===== src/rtl/uart_tx_sched_if.sv =====
// uart_tx_sched_if: request/grant and serial-output bundle for uart_tx_sched.
// master = requester/observer side, slave = the scheduler itself.
interface uart_tx_sched_if;
    logic [3:0]  REQ;    // per-requester level request, held until granted
    logic [31:0] DIN;    // byte i on DIN[8i+7:8i]
    logic [3:0]  GNT;    // one-hot capture pulse
    logic        TXD;    // serial line, idle high
    logic        BUSY;   // frame in progress
    logic [1:0]  OWNER;  // requester of current / last frame

    modport master (output REQ, DIN, input GNT, TXD, BUSY, OWNER);
    modport slave  (input REQ, DIN, output GNT, TXD, BUSY, OWNER);
endinterface


===== src/rtl/uart_tx_sched.sv =====
// uart_tx_sched: 4-requester round-robin UART transmit scheduler.
// Grants one requester from IDLE, captures its byte and sends
// start + 8 data (LSB first) + stop, each bit one BDCLK interval.
// Optional even parity bit is enabled by defining UART_TX_PARITY_EN.
module uart_tx_sched (
    input  logic            CLK,
    input  logic            RST,
    input  logic            BDCLK,
    uart_tx_sched_if.slave  bus
);
    localparam logic [2:0] IDLE   = 3'd0;
    localparam logic [2:0] ALIGN  = 3'd1;
    localparam logic [2:0] START  = 3'd2;
    localparam logic [2:0] DATA   = 3'd3;
`ifdef UART_TX_PARITY_EN
    localparam logic [2:0] PARITY = 3'd4;
`endif
    localparam logic [2:0] STOP   = 3'd5;

    logic [2:0] state;
    logic       txd;
    logic [1:0] owner;
    logic [1:0] ptr;
    logic [2:0] cnt;
    logic [7:0] shreg;
`ifdef UART_TX_PARITY_EN
    logic       par;
`endif

    logic [1:0] win;
    logic [1:0] idx;
    logic       found;
    logic       grant;
    logic [7:0] win_byte;

    // Round-robin search: first asserted request from ptr upward, wrapping.
    always_comb begin
        win   = ptr;
        idx   = ptr;
        found = 1'b0;
        for (int k = 0; k < 4; k++) begin
            idx = ptr + 2'(k);
            if (!found && bus.REQ[idx]) begin
                win   = idx;
                found = 1'b1;
            end
        end
    end

    // Grant is combinational so the requester sees it in the capture cycle;
    // reset suppresses it so a same-cycle reset wins over a request.
    assign grant    = (state == IDLE) && !RST && found;
    assign win_byte = bus.DIN[{win, 3'b000} +: 8];

    assign bus.GNT   = grant ? (4'b0001 << win) : 4'b0000;
    assign bus.TXD   = txd;
    assign bus.BUSY  = (state != IDLE);
    assign bus.OWNER = owner;

    // Frame sequencer: TXD only ever moves on a BDCLK edge outside IDLE,
    // and the grant cycle never consumes a tick.
    always_ff @(posedge CLK) begin
        if (RST) begin
            state <= IDLE;
            txd   <= 1'b1;
            owner <= 2'd0;
            ptr   <= 2'd0;
            cnt   <= 3'd0;
            shreg <= 8'd0;
`ifdef UART_TX_PARITY_EN
            par   <= 1'b0;
`endif
        end else begin
            case (state)
                IDLE: begin
                    if (grant) begin
                        shreg <= win_byte;
                        owner <= win;
                        ptr   <= win + 2'd1;
`ifdef UART_TX_PARITY_EN
                        par   <= ^win_byte;
`endif
                        state <= ALIGN;
                    end
                end
                ALIGN: begin
                    if (BDCLK) begin
                        txd   <= 1'b0;
                        state <= START;
                    end
                end
                START: begin
                    if (BDCLK) begin
                        txd   <= shreg[0];
                        cnt   <= 3'd0;
                        state <= DATA;
                    end
                end
                DATA: begin
                    if (BDCLK) begin
                        if (cnt != 3'd7) begin
                            txd   <= shreg[1];
                            shreg <= {1'b0, shreg[7:1]};
                            cnt   <= cnt + 3'd1;
                        end else begin
`ifdef UART_TX_PARITY_EN
                            txd   <= par;
                            state <= PARITY;
`else
                            txd   <= 1'b1;
                            state <= STOP;
`endif
                        end
                    end
                end
`ifdef UART_TX_PARITY_EN
                PARITY: begin
                    if (BDCLK) begin
                        txd   <= 1'b1;
                        state <= STOP;
                    end
                end
`endif
                STOP: begin
                    if (BDCLK) begin
                        txd   <= 1'b1;
                        state <= IDLE;
                    end
                end
                default: begin
                    txd   <= 1'b1;
                    state <= IDLE;
                end
            endcase
        end
    end
endmodule


===== src/flat_wrapper.sv =====
// flat-port wrapper written by rule: the top's interface ports become plain ports
module uart_tx_sched_flat 
  (CLK, RST, BDCLK, bus_REQ, bus_DIN, bus_GNT, bus_TXD, bus_BUSY, bus_OWNER);
  uart_tx_sched_if bus_i ();
  input  logic CLK;
  input  logic RST;
  input  logic BDCLK;
  input wire logic [$bits(bus_i.REQ)-1:0] bus_REQ;
  input wire logic [$bits(bus_i.DIN)-1:0] bus_DIN;
  output wire logic [$bits(bus_i.GNT)-1:0] bus_GNT;
  output wire logic [$bits(bus_i.TXD)-1:0] bus_TXD;
  output wire logic [$bits(bus_i.BUSY)-1:0] bus_BUSY;
  output wire logic [$bits(bus_i.OWNER)-1:0] bus_OWNER;
  assign bus_i.REQ = bus_REQ;
  assign bus_i.DIN = bus_DIN;
  assign bus_GNT = bus_i.GNT;
  assign bus_TXD = bus_i.TXD;
  assign bus_BUSY = bus_i.BUSY;
  assign bus_OWNER = bus_i.OWNER;
  uart_tx_sched u_core (.CLK(CLK), .RST(RST), .BDCLK(BDCLK), .bus(bus_i));
endmodule

===== config.mk =====
export PLATFORM = sky130hd
export DESIGN_NAME = uart_tx_sched_flat
export DESIGN_NICKNAME = d
export VERILOG_FILES = /design/src/rtl/uart_tx_sched_if.sv /design/src/rtl/uart_tx_sched.sv /design/src/flat_wrapper.sv
export SDC_FILE = /design/constraint.sdc
export NUM_CORES = 1
export LEC_CHECK = 0
export ABC_AREA = 1
export CAP_MARGIN = 20
export CORE_MARGIN = 8
export CORE_UTILIZATION = 49
export DETAILED_ROUTE_END_ITERATION = 6
export PLACE_DENSITY = 0.82
export SLEW_MARGIN = 15
export SYNTH_ARGS = -nofsm -noshare
export SYNTH_HDL_FRONTEND = slang
export SYNTH_SLANG_ARGS = --single-unit

===== constraint.sdc =====
create_clock -name CLK -period 2.99 [get_ports CLK]
set_input_delay 0.598 -clock CLK [delete_from_list [all_inputs] [get_ports CLK]]
set_output_delay 0.598 -clock CLK [all_outputs]
set_load 0.05 [all_outputs]

# Yosys cells after proc, flatten, opt, wreduce, memory -nomap -nowiden
# Index checks and enable logic that the tools add are counted.
# totals
reg_bits	19
out_inout_bits	8
word_cells	84
# op_classes
n_addsub	5
order_cmp	4
eq_ne	12
n_shift	2
n_mux	36
bitwise_logic	1
reduce_logical	18
# op_table
operator	count
variable part select 32 x 6 -> 8 bit	1
2-to-1 mux 3 bit	8
2-to-1 mux 8 bit	3
one-hot mux 8 bit (2 select lines)	1
one-hot mux 3 bit (5 select lines)	1
2-to-1 mux 1 bit	13
less-than comparator 2 x 3 -> 1 bit (second input constant)	4
inequality test 2 bit (second input constant)	5
binary-select mux 1 bit (select 2 bit)	4
AND reduction 4 bit	2
== test 3 x 2 -> 1 bit (second input constant)	2
2-to-1 mux 2 bit	3
one-hot mux 3 bit (2 select lines)	1
AND reduction 6 bit	1
logical AND 1 bit	5
one-hot mux 1 bit (5 select lines)	1
AND reduction 5 bit	1
adder 2 x 1 -> 2 bit (second input constant)	2
adder 2 bit (second input constant)	2
logical NOT 1 bit	4
2-to-1 mux 4 bit	1
inequality test 2 x 1 -> 1 bit (second input constant)	2
nonzero test 2 bit	2
<< shifter 1 x 2 -> 4 bit (first input constant)	1
other kinds (8)	8

# Logic depth before layout (Yosys ltp)
# Gate-level depths: netlist of the first run.
# depth
depth_word	15
mapped_depth	17
ltp_nobuf	16

# Least setup slack after synthesis of the first run
# Ideal clock, no wire load.
# synth_timing
path_type	input to output
startpoint	input port bus_REQ[1]
endpoint	output port bus_GNT[2]
arrival_ps	2387
t_required_ps	2392
setup_slack_ps	5
stages	12
n_path_buf	0
path_cell_list	inv_1 nand2_1 nand3_1 nand2_2 nor2_8 nand4_4 nand2_1 nand2_1 nand2_1 ha_1 inv_1 nor2_1
# synth_between
elab_chain_cells	14
elab_cells_between_ends	24
# synth_rtl
item	line_no	source
start, declared	flat_wrapper.sv:8	input wire logic [$bits(bus_i.REQ)-1:0] bus_REQ;
binary-select mux 1 bit (select 2 bit)	uart_tx_sched.sv:43	if (!found && bus.REQ[idx]) begin
2-to-1 mux 1 bit (implied by the code)	uart_tx_sched.sv:43	
2-to-1 mux 1 bit	uart_tx_sched.sv:43	
logical NOT 1 bit	uart_tx_sched.sv:43	
logical AND 1 bit	uart_tx_sched.sv:43	
2-to-1 mux 1 bit	uart_tx_sched.sv:43	
logical NOT 1 bit	uart_tx_sched.sv:43	
logical AND 1 bit	uart_tx_sched.sv:43	
2-to-1 mux 1 bit	uart_tx_sched.sv:43	
logical NOT 1 bit	uart_tx_sched.sv:43	
logical AND 1 bit	uart_tx_sched.sv:43	
2-to-1 mux 2 bit *	uart_tx_sched.sv:43	
net u_core.win[1]	uart_tx_sched.sv:30	logic [1:0] win;
<< shifter 1 x 2 -> 4 bit *	uart_tx_sched.sv:55	assign bus.GNT = grant ? (4'b0001 << win) : 4'b0000;
2-to-1 mux 4 bit *	uart_tx_sched.sv:55	
end, declared	flat_wrapper.sv:10	output wire logic [$bits(bus_i.GNT)-1:0] bus_GNT;
# The timed path passes the listed nets; every way through them passes the cells marked *. The select of a mux whose other input is x is not followed.

# Worst setup path in the final report of the first run
# layout_timing
startpoint	register u_core.ptr[0]
endpoint	output port bus_GNT[1]
# layout_between
elab_chain_cells	14
elab_cells_between_ends	27
# layout_rtl
item	line_no	source
start, declared	uart_tx_sched.sv:23	logic [1:0] ptr;
start signal, assigned	uart_tx_sched.sv:79	ptr <= win + 2'd1;
parallel branches: the longest is 13 deep, another holds adder 2 x 1 -> 2 bit	-	
2-to-1 mux 4 bit *	uart_tx_sched.sv:55	
# Every way passes the cells marked *. The select of a mux whose other input is x is not followed.

==> summary.md, run 1 <==
| Metric | Value |
|---|---|
| Post-detailed-placement half-perimeter wirelength | `3810 µm` |
| DR WL/cell | `about 12 µm` |
| Drt first pass iters | `5` |
| Worst stage delay on the critical path | `~420 ps` |
| DR vias/cell | `~5.1` |
| Clock skew | `2.58 ps` |
| Max-slew headroom | `66.8%` |
| Syn_nets | `350` |
| Cells after Synth | `slightly above 300` |
| Clock sinks | `19` |
| Int Power | `1140 µW` |
| Outcome | `finished, final reports clean` |
| Iter 0 DRT Violations | `between 100 and 150` |
| Yosys reg bits | `19` |
| Chip width | `77.0 µm` |
| Nets | `between 400 and 500` |
| Sequential Area | `around 380 µm²` |
| Max Cap Violations | `0` |
| Clk root buf | `clkbuf_8` |
| Critical path class | `register to output pin` |
| CTS buffer count | `3` |
| Fin crit period | `between 2000 and 3000 ps` |
| PwrDens | `approximately 960 mW/mm²` |
| Largest net degree at the start of global routing | `17` |
| GRT Total Usage | `around 16%` |
| Util after Layout | `just over 70%` |
| Hold_ws | `471 ps` |
| CTS tree | `yes` |
| Skew-Pair Late Insertion Delay | `~260 ps` |
| GP Congestion | `0.877` |
| Crit path required time | `approximately 2400 ps` |
| Unrepaired setup endpoints after global routing | `no` |
| Synth warn | `0` |
| Fin. Hold Viols | `0` |
| Antenna violations before repair | `0` |
| Gate power share | `about three quarters` |
| Most common cell after layout, fill and taps aside | `nand2_1` |
| First-pass GRT wire length | `8110 µm` |
| Synth cell types | `28` |
| Delay-heaviest family, CP | `simple AND/OR/NAND/NOR gates` |
| H-tree Lvls | `1` |
| Most common cell on crit path | `nand2_1` |
| Count of pins over their slew limit | `0` |
| CP Capture Type | `output pin` |
| Pleak | `between 0.001 and 0.0015 µW` |
| Commonest cells after routing, fill and taps aside | `nand2_1, clkdlybuf4s50_1, inv_1` |
| Area of the mapped netlist | `0.00182 mm²` |
| I/O pin count | `47` |
| Buffers & Inverters on Critical Path | `3` |
| Diode count | `0` |
| ANT nets after route | `0` |
| Grt ovf | `0` |
| Worst path cell trace | `buf_4 > nand2_1 > nand2_1 > nand2_2 > nand2_4 > nand2_1 > nand2_1 > nand2_1 > nand2_1 > nand2_1 > nand2_1 > nand2_2 > ha_1 > inv_2 > nor2_4 > buf_12` |
| Crit path max-delay cell type | `dfxtp_2` |
| Clk slew on worst S/H paths | `70 ps` |
| Setup tns final | `0 ps` |
| Area share of the leading cell type in the synthesized netlist | `about a quarter` |
| Post-synth top area cell | `nand2_1` |
| CORE AREA | `~0.0036 mm²` |
| Sw Ratio | `approximately 53%` |
| Vias in the first global route | `about 2000` |
| Final Cycle Share | `a little over nine tenths` |
| Layout cells sized above 1 | `17.9%` |
| Clock Path Buffers | `2` |
| CP Max Fanout | `9` |
| CP arrival | `approximately 2200 ps` |
| Worst Hold Class | `register to register` |
| Multi-input combinational cell area | `approximately 0.0013 mm²` |
| DIE AREA | `between 0.005 and 0.006 mm²` |
| P&R area growth vs syn | `39.4%` |
| Fmax | `approximately 350 MHz` |
| Worst slew pin tran | `a little under 500 ps` |
| Setup-failing EPs final | `0` |
| Count of input and output buffers | `46` |
| Register area share after synthesis | `20.9%` |
| Syn avg cell area | `between 5 and 6 µm²` |
| Largest cells by area after synthesis | `nand2_1, dfxtp_1, nand3_1` |
| Initial Utilization | `between 50 and 60%` |
| Sequential power share | `between 10% and 20%` |
| P_sw | `approximately 1300 µW` |
| Cell row count | `22` |
| Die outline height | `~77 µm` |
| Fill cells | `304` |
| Vias | `between 2000 and 2500` |
| Clock share of power | `under 10%` |
| DR DRC count | `0` |
| Drt total wl | `~5100 µm` |
| Peak VDD IR | `slightly above 0.4 mV` |
| Crit path launch type | `register` |
## layout make-up
class	instances	share of cell area (%)
clock buffers	4	1.78
well taps	48	2.37
inverters	41	6.16
repair buffers	63	25.0
flip-flops and latches	19	15.1
multi-input cells	237	49.6
## flip-flops by register name, indices dropped and copies added (netlist names)
signal and cells:
u_core.shreg 8, u_core.cnt 3, u_core.state 3, u_core.bus.OWNER 2
u_core.ptr 2, u_core.bus.TXD 1
## metrics by stage
stage	cell area, µm²	instances	power [µW]	setup WS (ps)
2_1_floorplan	1820	305	1640	5.26
3_3_place_gp	2410	405	2090	-106
3_5_place_dp	2410	405	2130	-111
4_1_cts	2480	410	2340	10.8
5_1_grt	2540	412	2660	39.5
6_report	2540	412	2440	164
## cell usage after synthesis
cell / count
a21oi_1: 15
a21oi_2: 1
buf_2: 1
buf_4: 1
buf_6: 5
clkbuf_1: 1
dfxtp_1: 19
ha_1: 6
inv_1: 38
inv_2: 2
inv_4: 1
nand2_1: 121
nand2_2: 6
nand2_4: 6
nand3_1: 33
nand3b_1: 8
nand4_1: 1
nand4_4: 2
nor2_1: 14
nor2_2: 3
nor2_4: 1
nor2_8: 1
nor3_1: 1
o211ai_4: 1
o21ai_0: 11
o21ai_1: 4
o21ai_2: 1
o22ai_1: 1
## layer usage
metal / share of wire, % / up-vias / global-route usage, %
met5: 0 / - / 0
met4: 2.4 / 0 / 6.92
met3: 5.1 / 10 / 3.26
met2: 53 / 73 / 30.5
met1: 40 / 927 / 16.0
li1: - / 1074 / -
## power groups by stage
stage | sequential, µW | combinational (µW) | clock, µW
after detailed placement | 400 | 1730 | 0
final | 400 | 1860 | 179
after floorplan | 425 | 1220 | 0
after global placement | 396 | 1690 | 0
after CTS | 395 | 1760 | 182
after global routing | 407 | 2060 | 192
## logic make-up after synthesis
logic type,count (synthesis),synth area share [%]
buf+inv,49,12.6
simple gates,197,51.7
fa+ha+maj,6,4.12
flops,19,20.9
compound gates,34,10.7
## timing repair
| item | 4_1_cts | 5_1_grt |
|---|---|---|
| buffers inserted | 1 | 2 |
| resized for setup | 7 | 16 |
| pin swaps | 3 | 5 |
| setup endpoints to repair | 4 | 4 |
| hold buffers | 0 | 0 |
## final timing paths
check,startpoint,to,slack (ps),depth (start not counted)
setup / recovery,u_core.ptr[0]$_SDFFE_PP0P_,bus_GNT[1],160,16
hold / removal,u_core.shreg[7]$_SDFFE_PP0P_,u_core.shreg[7]$_SDFFE_PP0P_,470,2
setup reg to reg,u_core.ptr[0]$_SDFFE_PP0P_,u_core.state[0]$_SDFFE_PP0P_,610,15
hold reg to reg,u_core.shreg[7]$_SDFFE_PP0P_,u_core.shreg[7]$_SDFFE_PP0P_,470,2
## tightest hold or removal path, stage by stage, from the launching register on
cell	delay (ps)
dfxtp_1	310
nand2_1	60
a21oi_1	60
No activity file was read; power rests on OpenSTA's default activity.
==> run 2: changes to the inputs <==
--- a/config.mk
+++ b/config.mk
@@ -6,7 +6,6 @@
 export NUM_CORES = 1
 export LEC_CHECK = 0
 export ABC_AREA = 1
-export CAP_MARGIN = 20
 export CORE_MARGIN = 8
 export CORE_UTILIZATION = 49
 export DETAILED_ROUTE_END_ITERATION = 6
==> results of run 2 <==
Final layout, timing and power as in run 1 (identical DEF).
